===== src/rtl/rx_deframer.sv =====
// Serial frame receiver: hunts for the ones header, destuffs, reassembles the
// device ID and payload, checks parity/stuffing/trailer, hands words to the host.
module rx_deframer #(
  parameter int unsigned HDR_ONES  = 5,
  parameter int unsigned STUFF_RUN = 4,
  parameter int unsigned TRL_ZEROS = 5
) (
  input  logic        clk,
  input  logic        clr,
  input  logic        sd_in,
  input  logic        rx_ack,
  output logic [39:0] dout,
  output logic [7:0]  src_id,
  output logic        rx_valid,
  output logic        parity_err,
  output logic        frame_err,
  output logic        overrun
);

  typedef enum logic [1:0] {HUNT, DATA, PAR, TRL} state_t;

  state_t      state, state_n;
  logic [2:0]  run, run_n, run_acc;
  logic [5:0]  bcnt, bcnt_n;
  logic [47:0] sh, sh_n;
  logic        par, par_n;
  logic        p_rx, p_rx_n;
  logic [39:0] dout_n;
  logic [7:0]  src_n;
  logic        valid_n, perr_n, ferr_n, ovr_n;
  logic        stuff_slot;

  always_ff @(posedge clk or posedge clr) begin
    if (clr) begin
      state      <= HUNT;
      run        <= '0;
      bcnt       <= '0;
      sh         <= '0;
      par        <= 1'b0;
      p_rx       <= 1'b0;
      dout       <= '0;
      src_id     <= '0;
      rx_valid   <= 1'b0;
      parity_err <= 1'b0;
      frame_err  <= 1'b0;
      overrun    <= 1'b0;
    end else begin
      state      <= state_n;
      run        <= run_n;
      bcnt       <= bcnt_n;
      sh         <= sh_n;
      par        <= par_n;
      p_rx       <= p_rx_n;
      dout       <= dout_n;
      src_id     <= src_n;
      rx_valid   <= valid_n;
      parity_err <= perr_n;
      frame_err  <= ferr_n;
      overrun    <= ovr_n;
    end
  end

  always_comb begin
    state_n    = state;
    run_n      = run;
    bcnt_n     = bcnt;
    sh_n       = sh;
    par_n      = par;
    p_rx_n     = p_rx;
    dout_n     = dout;
    src_n      = src_id;
    valid_n    = rx_valid;
    perr_n     = 1'b0;
    ferr_n     = 1'b0;
    ovr_n      = 1'b0;
    stuff_slot = (run == 3'(STUFF_RUN));
    run_acc    = sd_in ? run + 3'd1 : 3'd0;

    if (rx_ack && rx_valid)
      valid_n = 1'b0;

    if (state == HUNT) begin
      run_n = run_acc;
      if (run_acc == 3'(HDR_ONES)) begin
        state_n = DATA;
        run_n   = '0;
        bcnt_n  = '0;
        par_n   = 1'b0;
      end
    end else if (stuff_slot) begin
      run_n = '0;
      if (sd_in) begin
        ferr_n  = 1'b1;
        state_n = HUNT;
      end
    end else begin
      run_n = run_acc;
      if (state == DATA) begin
        // Shift in at the top so line bit k lands at sh[k] after 48 bits.
        sh_n  = {sd_in, sh[47:1]};
        par_n = par ^ sd_in;
        if (bcnt == 6'd47) begin
          state_n = PAR;
          bcnt_n  = '0;
        end else begin
          bcnt_n = bcnt + 6'd1;
        end
      end else if (state == PAR) begin
        p_rx_n  = sd_in;
        state_n = TRL;
        bcnt_n  = '0;
      end else begin
        if (sd_in) begin
          ferr_n  = 1'b1;
          state_n = HUNT;
          run_n   = '0;
        end else if (bcnt == 6'(TRL_ZEROS - 1)) begin
          state_n = HUNT;
          run_n   = '0;
          if (p_rx != par) begin
            perr_n = 1'b1;
          end else begin
            dout_n  = {sh[15:8], sh[47:16]};
            src_n   = sh[7:0];
            valid_n = 1'b1;
            ovr_n   = rx_valid && !rx_ack;
          end
        end else begin
          bcnt_n = bcnt + 6'd1;
        end
      end
    end
  end

endmodule


===== config.mk =====
export PLATFORM = sky130hd
export DESIGN_NAME = rx_deframer
export DESIGN_NICKNAME = d
export VERILOG_FILES = /design/src/rtl/rx_deframer.sv
export SDC_FILE = /design/constraint.sdc
export NUM_CORES = 1
export LEC_CHECK = 0
export BUFFER_PORTS_ARGS = -buffer_cell sky130_fd_sc_hd__buf_2
export CELL_PAD_IN_SITES_DETAIL_PLACEMENT = 1
export CELL_PAD_IN_SITES_GLOBAL_PLACEMENT = 2
export CORE_MARGIN = 2
export CORE_UTILIZATION = 41
export DETAILED_ROUTE_END_ITERATION = 6
export PLACE_DENSITY_LB_ADDON = 0.1
export SLEW_MARGIN = 20
export SYNTH_ARGS = -nofsm -noshare
export SYNTH_HDL_FRONTEND = slang
export SYNTH_SLANG_ARGS = --single-unit

===== constraint.sdc =====
create_clock -name clk -period 4.55 [get_ports clk]
set_input_delay 0.455 -clock clk [delete_from_list [all_inputs] [get_ports clk]]
set_output_delay 0.455 -clock clk [all_outputs]
set_load 0.01 [all_outputs]

==> summary.md, run 1 <==
| Metric | Value |
|---|---|
| First-pass detailed-route iteration total | 4 |
| Die ar. | 12,370 sq um |
| Slew @ Worst Pin | 0.9460 ns |
| Slew margin rel. | 36.93% |
| Max-slew violations | 0 |
| Total wire length | 8.529 mm |
| Leak | 3.046 nW |
| Post-layout min period | 2.554 ns |
| Setup crit end kind | flop |
| RSZ-0062 raised after global routing | no |
| Overall routing resource usage | 15.39% |
| Critical Path RT | 4.83 ns |
| Peak supply drop | 0.0002221 V |
| HPWL Detailed | 5.307 mm |
| Synth Register Bits | 113 |
| Vias in the first global route | 2,840 |
| Post_cts resized | 0 |
| HP Class | input pin to asynchronous set/reset pin |
| Setup violations, final | 0 |
| FMAX | 391.5 MHz |
| Gate Count Post-Synth | 310 |
| Yosys cell types | 36 |
| Core area | 11,320 sq um |
| TritonCTS clock tree | yes |
| CTS H-tree depth | 4 |
| CTS buffer count | 17 |
| Area grow syn2layout | 20.87% |
| Synthesized area | 4713 sq um |
| Routed Antenna Nets | 0 |
| Largest net degree at the start of global routing | 76 |
| Initial antenna violation count | 0 |
| Residual DRC count | 0 |
| Final nets | 383 |
| Pwr Density | 609.1 nW/um^2 |
| Crit path max fanout | 50 |
| DRC marker count from the first detailed-route iteration | 103 |
| Average cell area after synthesis | 15.20 sq um |
| FP Rows | 39 |
| Starting Density | 41.63% |
| Final Util | 50.32% |
| Arrival time worst endpoint | 2.84 ns |
| Crit path kind | flop to flop |
| MaxCap Viol Count | 0 |
| Buffers on Ports | 55 |
| Switching Share | 29.22% |
| Gr ovfl total | 0 |
| Outcome | finished, final reports clean |
| RePlAce Congestion | 0.7679 |
| Worst hold slack | 0.2567 ns |
| Per-cell routed wire length | 16.15 um |
| Global-route wire length before repair | 14.87 mm |
| Clk slew on worst S/H paths | 0.05 ns |
| Clock power share | 38.7% |
| Share of cells above drive strength 1 | 48.83% |
| Clock Latency Late Sink | 0.41 ns |
| Skew final | 0.008398 ns |
| Sequential share of power | 38.2% |
| Antenna cells | 0 |
| P_sw | 0.001014 W |
| Ys Warns | 0 |
| Power Internal | 0.002456 W |
| Setup bufs post-CTS | 0 |
| Seq/Total Area, Yosys | 59.99% |
| Longest Clk Path Bufs | 2 |
| Cell Count, Final, Fillers Out | 528 |
| CTS sink cnt | 113 |
| Setup_tns | 0 ns |
| Die W | 111.2 um |
| Boundary Pins | 56 |
| Final hold violation count | 0 |
| Cells after DPL | 496 |
| Tcrit/Tclk final | 56.14% |
| CP startpoint kind | flop |
| Chip height | 111.2 um |
| Vias per cell | 4.924 |
| Vias | 2,600 |
| Combinational Power Share | 23.1% |
| Mapped Nets | 321 |
| Root buf cell | clkbuf_16 |
| CTS Hold Bufs | 0 |
## routing by layer
| layer | vias up | GRT usage, % | routed length (um) |
|---|---|---|---|
| met5 | - | 0 | 0 |
| met4 | 0 | 5.926 | 92 |
| met3 | 10 | 5.303 | 315 |
| met2 | 50 | 23.05 | 3946 |
| met1 | 1319 | 20.71 | 4175 |
| li1 | 1221 | - | - |
## layout by cell type, fill, tap and decap left out, drive strengths merged, types with 2 or more instances in the layout
cell type    n
ha           7
xor2         2
inv         14
nand2b       4
clkbuf      19
clkinvlp     5
buf         56
a21oi        6
nand3        5
clkinv       3
or4          2
a211oi       2
nor2         5
a31oi        3
bufinv       3
nor3b        2
o21ai        6
nand2       15
nand4        2
mux2        96
dfrtp      113
a22oi        2
## through the flow
| stage | power, W | setup slack [ns] | cell area, sq um |
|---|---|---|---|
| after global placement | 0.002128 | 1.767 | 5092 |
| after floorplan | 0.001932 | 1.108 | 4713 |
| after detailed placement | 0.002156 | 1.754 | 5092 |
| after CTS | 0.003520 | 1.728 | 5695 |
| final | 0.003470 | 1.996 | 5697 |
| after global routing | 0.003684 | 1.852 | 5697 |
## path summary, 6_finish.rpt
path,cells after the start,endpoint,slack [ns],start
setup / recovery,6,src_id[6],2.00,state[1]
hold / removal,2,dout[17],0.26,clr
min in group clk,3,overrun,0.31,rx_ack
setup reg to reg,6,src_id[6],2.00,state[1]
hold reg to reg,1,src_id[0],0.50,sh[0]
max in group asynchronous,3,src_id[5],3.26,clr
## Yosys cell counts (all sizes together)
library cell  number  area [sq um]
a211oi             2         15.01
a21o               1         7.510
a21oi              6         30.03
a22oi              2         15.01
a31oi              3         18.77
a32o               1         10.01
and2               1         6.260
and3               1         6.260
and4               1         8.760
and4b              1         10.01
buf               10         78.82
clkbuf             3         11.26
dfrtp            113          2828
ha                 7         87.58
inv               12         45.04
mux2              96          1261
mux2i              1         10.01
nand2             15         56.30
nand2b             4         25.02
nand3              5         25.02
nand4              2         12.51
nor2               5         18.77
nor2b              1         6.260
nor3               1         5.000
nor3b              2         20.02
nor4b              1         8.760
o21ai              6         30.03
o22ai              1         6.260
o31ai              1         7.510
or4                2         15.01
or4b               1         10.01
xor2               2         17.52
## kinds of logic after synthesis
family / synth area share, %
buf+inv: 2.867
fa+ha+maj: 1.858
flops: 59.99
simple gates: 4.964
compound gates: 2.973
xor+xnor: 0.3717
mux: 26.97
## flip-flops by register name, indices dropped and copies added, names as in the netlist
register    flops
bcnt            6
dout           40
frame_err       1
overrun         1
p_rx            1
par             1
parity_err      1
run             3
rx_valid        1
sh             48
src_id          8
state           2
## cell type report
cell class                      instances  area (sq um)
Sequential cell                       113          2828
Multi-Input combinational cell        172          1757
Timing Repair Buffer                   56         282.8
Inverter                               12         47.55
Tap cell                              143         178.9
Clock inverter                         13         160.2
Fill cell                            1122          5624
Clock buffer                           19         442.9
## power by group through the flow
stage          Clock, W  Sequential, W  Combinational, W
2_1_floorplan         0        0.00133          0.000605
3_3_place_gp          0        0.00134          0.000790
3_5_place_dp          0        0.00135          0.000808
4_1_cts         0.00137        0.00133          0.000815
5_1_grt         0.00142        0.00136          0.000901
6_report        0.00134        0.00133          0.000803
## critical path: stages (launching register included)
cell	delay, ns
dfrtp_1	0.37
inv_1	0.07
ha_1	0.27
nor2_1	0.16
nand4_1	0.16
or4_4	0.94
mux2_4	0.44
Power figures use the tool's default switching activity.
==> run 2: changes to the inputs <==
--- a/config.mk
+++ b/config.mk
@@ -9,7 +9,7 @@
 export CELL_PAD_IN_SITES_DETAIL_PLACEMENT = 1
 export CELL_PAD_IN_SITES_GLOBAL_PLACEMENT = 2
 export CORE_MARGIN = 2
-export CORE_UTILIZATION = 41
+export CORE_UTILIZATION = 37
 export DETAILED_ROUTE_END_ITERATION = 6
 export PLACE_DENSITY_LB_ADDON = 0.1
 export SLEW_MARGIN = 20
==> constraint.sdc (replaced) <==
create_clock -name clk -period 2 [get_ports clk]
set_input_delay 0.2 -clock clk [delete_from_list [all_inputs] [get_ports clk]]
set_output_delay 0.2 -clock clk [all_outputs]
set_load 0.01 [all_outputs]
==> summary.md, run 2 (synthesis results as in run 1) <==
| Metric | Value |
|---|---|
| Outcome | finished, violations left |
| Failing checks | hold timing, setup timing |
| Final hold violation count | 37 |
| RePlAce Congestion | 0.7717 |
| Worst hold slack | -0.08524 ns |
| Vias | 2,769 |
| Area grow syn2layout | 28.09% |
| FP Rows | 41 |
| Max-slew violations | 0 |
| Critical Path RT | 2.29 ns |
| Worst setup margin | -0.07968 ns |
| CP startpoint kind | flop |
| First-pass detailed-route iteration total | 4 |
| Filler cells | 1,279 |
| CTS buffer count | 17 |
| Power consumption | 0.008214 W |
| Skew final | 0.01144 ns |
| Longest Clk Path Bufs | 2 |
| Crit path max fanout | 26 |
| Slew @ Worst Pin | 0.6426 ns |
| RSZ-0062 raised after global routing | yes |
| Pwr Density | 1361 nW/um^2 |
| HP Class | input pin to asynchronous set/reset pin |
| Starting Density | 37.65% |
| Peak supply drop | 0.0005028 V |
| Commonest non-fill, non-tap cell in the layout | dfrtp_1 |
| Final Util | 48.23% |
| Gr ovfl total | 0 |
| Top reg by flops | sh |
| Cell Count, Final, Fillers Out | 584 |
| Setup crit end kind | flop |
| Overall routing resource usage | 14.27% |
| Die W | 116.9 um |
| Boundary Pins | 56 |
| TritonCTS clock tree | yes |
| Total wire length | 8.798 mm |
| Residual DRC count | 0 |
| Share of cells above drive strength 1 | 54.61% |
| FMAX | 480.8 MHz |
| Antenna cells | 0 |
| Setup violations, final | 46 |
| Buffers on Ports | 55 |
| Cells along the critical path | inv_2 -> ha_2 -> nor2_4 -> nand4_1 -> or4_4 -> buf_12 -> mux2_4 |
| Chip height | 116.9 um |
| CTS sink cnt | 113 |
| Initial antenna violation count | 0 |
| Die ar. | 13,660 sq um |
| MaxCap Viol Count | 0 |
| Final nets | 412 |
| Largest net degree at the start of global routing | 114 |
| Routed Antenna Nets | 0 |
| Root buf cell | clkbuf_16 |
| Crit-path slowest cell | or4_4 |
| Crit path kind | flop to flop |
| Slew margin rel. | 57.16% |
| Cells after DPL | 551 |
| Most frequent cells in the layout | dfrtp_1 (113), buf_2 (55), mux2_4 (48), mux2_2 (48), buf_4 (24) |
| CTS H-tree depth | 4 |
| Per-cell routed wire length | 15.07 um |
| Post-layout min period | 2.080 ns |
| Tcrit/Tclk final | 104.0% |
| Leak | 3.205 nW |
| Arrival time worst endpoint | 2.37 ns |
| Biggest regs | sh x48, dout x40, src_id x8 |
| Clock Latency Late Sink | 0.41 ns |
| Vias per cell | 4.741 |
| Largest register FFs | 48 |
| Slowest cell delay on critical path | 0.56 ns |
| Core area | 12,520 sq um |
| DRC marker count from the first detailed-route iteration | 83 |
| Vias in the first global route | 2,930 |
| Clk slew on worst S/H paths | 0.05 ns |
| Global-route wire length before repair | 14.66 mm |
| HPWL Detailed | 5.620 mm |
-- run 2: changes by cell type in the layout (fill, tap and decap cells not counted), sizes merged --
cell / before / now
buf: 56 / 85
clkbuf: 19 / 26
clkinvlp: 5 / 3
clkinv: 3 / 1
bufinv: 3 / 1
inv: 14 / 11
-- run 2: power breakdown --
group	internal, W	switching (W)	leakage, nW	total (W)
sequential	0.00272	0.000287	1.53	0.00300
combinational	0.00129	0.00110	1.41	0.00240
clock	0.00185	0.000962	0.269	0.00281
-- run 2: area by class of cell --
type                            instances  area (sq um)  share of cell area, %
Clock buffer                           26         509.2                  8.435
Clock inverter                          4         50.05                 0.8290
Inverter                               12         48.80                 0.8083
Multi-Input combinational cell        172          1819                  30.13
Sequential cell                       113          2828                  46.84
Tap cell                              172         215.2                  3.565
Timing Repair Buffer                   85         566.8                  9.389
-- run 2: layer usage --
layer | GRT usage [%] | vias to the layer above | routed length (um)
met5 | 0 | - | 0
met4 | 6.824 | 0 | 185
met3 | 4.995 | 15 | 378
met2 | 22.12 | 47 | 4181
met1 | 17.92 | 1422 | 4052
li1 | - | 1285 | -
-- run 2: repair_timing --
| action | 4_1_cts | 5_1_grt |
|---|---|---|
| hold buffers | 0 | 0 |
| buffers inserted | 2 | 1 |
| endpoints found under the setup margin | 51 | 56 |
| gates resized for setup | 5 | 10 |
| cloned | 0 | 0 |
| pin swaps | 0 | 2 |
-- run 2: final timing paths --
kind	start	endpoint	slack, ns	cells after the start
setup / recovery	state[0]	dout[7]	-0.08	7
hold / removal	clr	run[2]	-0.09	3
setup reg to reg	state[0]	dout[7]	-0.08	7
hold reg to reg	dout[14]	dout[14]	0.50	1
max in group asynchronous	clr	sh[37]	1.56	3
min in group clk	rx_ack	overrun	0.06	3
-- run 2: worst max-delay path, delay by kind of cell, from the launching register on --
family / cells / cell delay, ns
adders and majority gates: 1 / 0.21
DFF: 1 / 0.39
buffers and inverters: 2 / 0.28
muxes: 1 / 0.31
and+or+nand+nor: 3 / 0.75
-- run 2: stage by stage --
stage	setup TNS (ns)	hold WS (ns)	setup WS, ns	cell area (sq um)
6_report	-2.790	-0.08524	-0.07968	6037
5_1_grt	-7.017	0.01465	-0.1699	6037
4_1_cts	-4.545	0.005102	-0.1166	5983
3_5_place_dp	-4.629	0.4404	-0.1129	5395
3_3_place_gp	-1.643	0.4336	-0.04196	5395
2_1_floorplan	-2.707	0.3750	-0.05730	4737
